[src/rtl/set6_ternary_pkg.sv]
// Shared definitions for the ternary MAC lane: trit encodings and the sequencer state type.
package set6_ternary_pkg;

  localparam logic [1:0] TRIT_ZERO = 2'b00;
  localparam logic [1:0] TRIT_POS  = 2'b01;
  localparam logic [1:0] TRIT_NEG  = 2'b10;
  localparam logic [1:0] TRIT_ILL  = 2'b11;

  typedef enum logic [2:0] {
    StIdle  = 3'd0,
    StClear = 3'd1,
    StRun   = 3'd2,
    StDrain = 3'd3,
    StDone  = 3'd4
  } seq_state_e;

  function automatic logic trit_is_nonzero(input logic [1:0] w);
    return (w == TRIT_POS) || (w == TRIT_NEG);
  endfunction

endpackage

[src/rtl/ternary_sat_counter.sv]
// Up-counter with synchronous clear that sticks at its all-ones value instead of wrapping.
module ternary_sat_counter #(
  parameter int unsigned WIDTH = 8
) (
  input  logic             clk,
  input  logic             rst,
  input  logic             clr,
  input  logic             inc,
  output logic [WIDTH-1:0] count
);

  logic [WIDTH-1:0] count_q;

  always_ff @(posedge clk) begin
    if (rst || clr) begin
      count_q <= '0;
    end else if (inc && (count_q != '1)) begin
      count_q <= count_q + WIDTH'(1);
    end
  end

  assign count = count_q;

endmodule

[src/rtl/ternary_mac_sequencer.sv]
// Job controller for one ternary MAC lane: clears the MAC, streams non-zero beats into it,
// then publishes the settled accumulator with per-job sparsity statistics.
module ternary_mac_sequencer
  import set6_ternary_pkg::*;
#(
  parameter int unsigned ACC_WIDTH = 16,
  parameter int unsigned CNT_WIDTH = 8
) (
  input  logic                 clk,
  input  logic                 rst,
  input  logic                 in_valid,
  output logic                 in_ready,
  input  logic [1:0]           in_weight,
  input  logic [ACC_WIDTH-1:0] in_act,
  input  logic                 in_last,
  output logic                 mac_clr,
  output logic                 mac_en,
  output logic [1:0]           mac_weight,
  output logic [ACC_WIDTH-1:0] mac_act,
  input  logic [ACC_WIDTH-1:0] mac_acc,
  output logic                 res_valid,
  input  logic                 res_ready,
  output logic [ACC_WIDTH-1:0] res_data,
  output logic [CNT_WIDTH-1:0] res_nz_count,
  output logic [CNT_WIDTH-1:0] res_skip_count,
  output logic                 res_illegal,
  output logic                 busy
);

  seq_state_e state_q, state_d;

  logic                 accept;
  logic                 beat_nz;
  logic                 ill_q;
  logic [CNT_WIDTH-1:0] nz_cnt;
  logic [CNT_WIDTH-1:0] skip_cnt;
  logic [ACC_WIDTH-1:0] res_data_q;
  logic [CNT_WIDTH-1:0] res_nz_q;
  logic [CNT_WIDTH-1:0] res_skip_q;
  logic                 res_ill_q;

  always_ff @(posedge clk) begin
    if (rst) begin
      state_q <= StIdle;
    end else begin
      state_q <= state_d;
    end
  end

  always_comb begin
    state_d = state_q;
    unique case (state_q)
      StIdle:  if (in_valid) state_d = StClear;
      StClear: state_d = StRun;
      StRun:   if (accept && in_last) state_d = StDrain;
      StDrain: state_d = StDone;
      StDone:  if (res_ready) state_d = in_valid ? StClear : StIdle;
      default: state_d = StIdle;
    endcase
  end

  assign in_ready  = (state_q == StRun);
  assign mac_clr   = (state_q == StClear);
  assign res_valid = (state_q == StDone);
  assign busy      = (state_q != StIdle);

  assign accept  = in_valid && in_ready;
  assign beat_nz = trit_is_nonzero(in_weight);

  // Zero and illegal weights never reach the MAC; that is the sparsity skip.
  always_comb begin
    mac_en     = 1'b0;
    mac_weight = '0;
    mac_act    = '0;
    if (accept && beat_nz) begin
      mac_en     = 1'b1;
      mac_weight = in_weight;
      mac_act    = in_act;
    end
  end

  ternary_sat_counter #(
    .WIDTH (CNT_WIDTH)
  ) u_nz_counter (
    .clk   (clk),
    .rst   (rst),
    .clr   (mac_clr),
    .inc   (accept && beat_nz),
    .count (nz_cnt)
  );

  ternary_sat_counter #(
    .WIDTH (CNT_WIDTH)
  ) u_skip_counter (
    .clk   (clk),
    .rst   (rst),
    .clr   (mac_clr),
    .inc   (accept && !beat_nz),
    .count (skip_cnt)
  );

  always_ff @(posedge clk) begin
    if (rst || mac_clr) begin
      ill_q <= 1'b0;
    end else if (accept && (in_weight == TRIT_ILL)) begin
      ill_q <= 1'b1;
    end
  end

  // DRAIN is the first cycle the MAC register holds the last beat's contribution.
  always_ff @(posedge clk) begin
    if (rst) begin
      res_data_q <= '0;
      res_nz_q   <= '0;
      res_skip_q <= '0;
      res_ill_q  <= 1'b0;
    end else if (state_q == StDrain) begin
      res_data_q <= mac_acc;
      res_nz_q   <= nz_cnt;
      res_skip_q <= skip_cnt;
      res_ill_q  <= ill_q;
    end
  end

  assign res_data       = res_data_q;
  assign res_nz_count   = res_nz_q;
  assign res_skip_count = res_skip_q;
  assign res_illegal    = res_ill_q;

endmodule

[config.mk]
export PLATFORM = sky130hd
export DESIGN_NAME = ternary_mac_sequencer
export DESIGN_NICKNAME = d
export VERILOG_FILES = /design/src/rtl/set6_ternary_pkg.sv /design/src/rtl/ternary_sat_counter.sv /design/src/rtl/ternary_mac_sequencer.sv
export SDC_FILE = /design/constraint.sdc
export NUM_CORES = 1
export LEC_CHECK = 0
export CORE_UTILIZATION = 44
export CTS_BUF_LIST = sky130_fd_sc_hd__clkbuf_4 sky130_fd_sc_hd__clkbuf_8
export CTS_CLUSTER_DIAMETER = 40
export DETAILED_ROUTE_END_ITERATION = 16
export GPL_ROUTABILITY_DRIVEN = 1
export HOLD_SLACK_MARGIN = 0.12
export PLACE_DENSITY = 0.82
export REMOVE_ABC_BUFFERS = 1
export SETUP_SLACK_MARGIN = 0.1
export SYNTH_ARGS = -nofsm -noshare
export SYNTH_HDL_FRONTEND = slang
export SYNTH_SLANG_ARGS = --single-unit
[constraint.sdc]
create_clock -name clk -period 2.5 [get_ports clk]
set_input_delay 0.75 -clock clk [delete_from_list [all_inputs] [get_ports clk]]
set_output_delay 0.75 -clock clk [all_outputs]
set_load 0.02 [all_outputs]
==> metrics.txt <==
GR met3 Demand/Resource 5.49%; power share of the sequential group 53.9%; 1st-iter DRT viols 84; Global Route Usage Sum 23.0%; Filler Cell Count 376; most frequent cells in the layout sky130_fd_sc_hd__nand2_1, sky130_fd_sc_hd__clkdlybuf4s50_1, sky130_fd_sc_hd__dfxtp_1; slowest cell on the critical path sky130_fd_sc_hd__nor4bb_4; crit path cell chain buf_6 -> nor4bb_4 -> buf_4 -> and3_1 -> buf_6; global placement routability congestion 0.835; Post-Synthesis Cells 281; Buffers & Inverters on Critical Path 3; number of violations of the max-capacitance limit 0; RR Endpoint u_nz_counter.count[3]$_SDFFE_PP0P_; effective utilization at floorplan 46.8%; multiplexer share of the synthesized area 2.22%; fraction of layout cells with a size suffix above 1 19.7%; pwr dens 439 nW/um^2; worst r2r src state_q[1]$_SDFFE_PP0P_; Setup CP Type primary input to output port; parity-gate share of the synthesized area counting xor and xnor cells 1.55%; unrepaired setup endpoints after global routing yes; simple-gate portion of the synthesized area 31.3%; flip-flop cell with the highest count after synthesis sky130_fd_sc_hd__dfxtp_1; Remaining DRCs 0; initial antenna violation count 0; VDD IR max 408 uV; vias in the first global route 2215; kind of start point of the critical path primary input; die area 5420 sq um; count of different cell masters after synthesis 37; insertion delay to the later sink of the worst-skew pair 300 ps; post-synthesis sequential element count 53; Mean Syn Cell Area 8.03 sq um; R2R depth 9; # setup viols final 0; Antenna Nets Post-Route 0; met2 Usage GRT 37.8%; transition time at the pin with the least slew margin 388 ps; Layout area overhead 60.3%; Cells on Worst Hold Path 2; Slew headroom 73.4%; Core Area 4820 sq um; wire length of the first global-routing pass 9.72 mm; relative contribution of combinational cells to total power 13.7%; Final Net Count 437; Vias per Instance 5.11; leading cell type in the layout, fill and taps excluded sky130_fd_sc_hd__nand2_1; Clock Sinks 53; worst hold path type flop to flop; final hold violation count 0; clock-pin slew reported for the worst setup and hold paths after clock tree synthesis 90 ps; cell area after synthesis 2260 sq um; area fraction in compound gates after synthesis 12.0%; Worst setup EP type output port; adder-cell area share of the yosys netlist 1.66%; routing layer with the top usage in global route met2; Lkg Pwr 1.40 nW; worst setup margin 124 ps; kind of cell with the highest combined delay on the critical path simple AND/OR/NAND/NOR gates; dominant combinational cell family by area after synthesis simple AND/OR/NAND/NOR gates; endpoint arrival time on the critical path 1630 ps; average routed wire per standard cell 13.3 um; largest driver fanout on the critical path 5; most frequent cell on the critical path sky130_fd_sc_hd__buf_6; fraction of met1 tracks used by global routing 29.1%; worst hold path startpoint res_data[1]$_SDFFE_PP0P_; critical path data required time 1750 ps; Post-Place Worst Slack -764 ps; number of buffers created by CTS 5; count of standard-cell rows 25; antenna fix cells 0; register-to-register path setup slack 390 ps; Chip Width 73.6 um; timing startpoint of the critical path in_valid; slowest cell delay on critical path 280 ps; total wire length after detailed routing 6.16 mm; Post-synth EDFFs 0; total number of vias 2367; number of H-tree branching levels 2; clock tree from TritonCTS built; crit share post-route 95.0%; Detailed Place HPWL 4.01 mm; clock root buffer sky130_fd_sc_hd__clkbuf_8; Tot Pwr 1.59 mW; f_max 0.421 GHz; warning count from the yosys run 0; outcome completed; worst clock skew on the final layout 5.56 ps; count of buffers inserted at the top-level ports 94; top-level I/O count 95; sw frac 23.1%; GRT overflow 0; hold path endpoint res_data[1]$_SDFFE_PP0P_; final core utilization 75.1%; internal power 1.22 mW; portion of the post-synthesis area used by sequential elements 47.0%; fraction of registers with async set/reset 0%; P_sw 366 uW; maximum number of buffers from clock root to sink 2; final critical-path required period 2380 ps; largest net degree at the start of global routing 35; part of the power in the clock network 32.5%; final slew viol count 0; height of the chip 73.6 um; Pre-antenna DRT Iters 4
==> state kept, by name (all words and copies together), names as in the netlist <==
signal                count
res_illegal               1
res_skip_count            8
u_nz_counter.count        8
res_data                 16
ill_q                     1
u_skip_counter.count      8
res_nz_count              8
state_q                   3
==> routing by layer <==
layer	part of all wire [%]	vias up
li1	-	1182
met1	44	1113
met2	50	64
met3	4.3	8
met4	1.7	0
met5	0	-
==> cell usage after synthesis, drive strengths merged (2+ instances only) <==
library cell	count	area share, %
nand2	76	13
mux2i	5	2.2
nor2	14	2.3
nor4bb	2	0.89
nor3	3	0.67
and3	20	5.5
nand4	3	0.83
ha	3	1.7
inv	5	0.83
or3	6	1.7
nand3	5	1.1
a21oi	40	8.9
nor3b	3	1.0
xnor2	3	1.2
buf	4	1.1
dfxtp	53	47
o21ai	5	1.1
clkbuf	14	2.3
==> cell type report <==
class,count,area [sq um],area share [%]
clock inverters,1,5.00,0.138
repair buffers,125,1170,32.3
flip-flops and latches,53,1060,29.3
well taps,67,83.8,2.32
inverters,5,18.8,0.519
multi-input cells,205,1180,32.7
clock buffers,7,96.3,2.66
==> logic make-up (layout without fill, tap and decap cells) <==
logic type | Yosys count | in the layout
buffers and inverters | 23 | 138
AOI/OAI and AO/OA | 51 | 51
xor gates and xnor gates | 4 | 4
and+or+nand+nor | 142 | 142
adders and majority gates | 3 | 3
DFF | 53 | 53
muxes | 5 | 5
==> how the worst max path moves through the flow <==
stage	end	slack, ps	cells past startpoint
after floorplan	mac_act[0]	-430	2
after global placement	mac_act[7]	-700	5
after detailed placement	mac_weight[1]	-760	5
after CTS	mac_weight[1]	130	5
after global routing	mac_act[0]	80	5
final	mac_act[11]	120	5
==> through the flow <==
step	setup TNS [ps]	hold slack (ps)	cells	cell area (sq um)
6_report	0	456	463	3620
4_1_cts	0	458	462	3500
5_1_grt	0	482	463	3620
2_1_floorplan	-9350	425	263	2180
3_3_place_gp	-14140	441	447	3380
3_5_place_dp	-15290	446	447	3380
==> worst reg2reg max path: cells and delay by family, from the launching register on <==
kind / cells / cell delay, ps
AND/OR/NAND/NOR: 2 / 770
buffers and inverters: 5 / 610
flip-flops: 1 / 340
AO/OA/AOI/OAI: 2 / 320
==> timing repair <==
| action | in CTS | in global routing |
|---|---|---|
| pin swaps | 3 | 9 |
| endpoints found under the setup margin | 25 | 19 |
| cloned | 5 | 0 |
| resized for setup | 123 | 25 |
| hold buffers | 0 | 0 |
| setup buffers | 2 | 1 |
==> power groups by stage <==
stage / registers (mW) / clock network (mW) / logic, mW
global placement: 0.875 / 0 / 0.192
global route: 0.857 / 0.567 / 0.232
finish: 0.855 / 0.515 / 0.217
floorplan: 0.882 / 0 / 0.0560
CTS: 0.855 / 0.532 / 0.206
detailed placement: 0.875 / 0 / 0.195
Note: power is estimated with default switching activity, not from simulation.
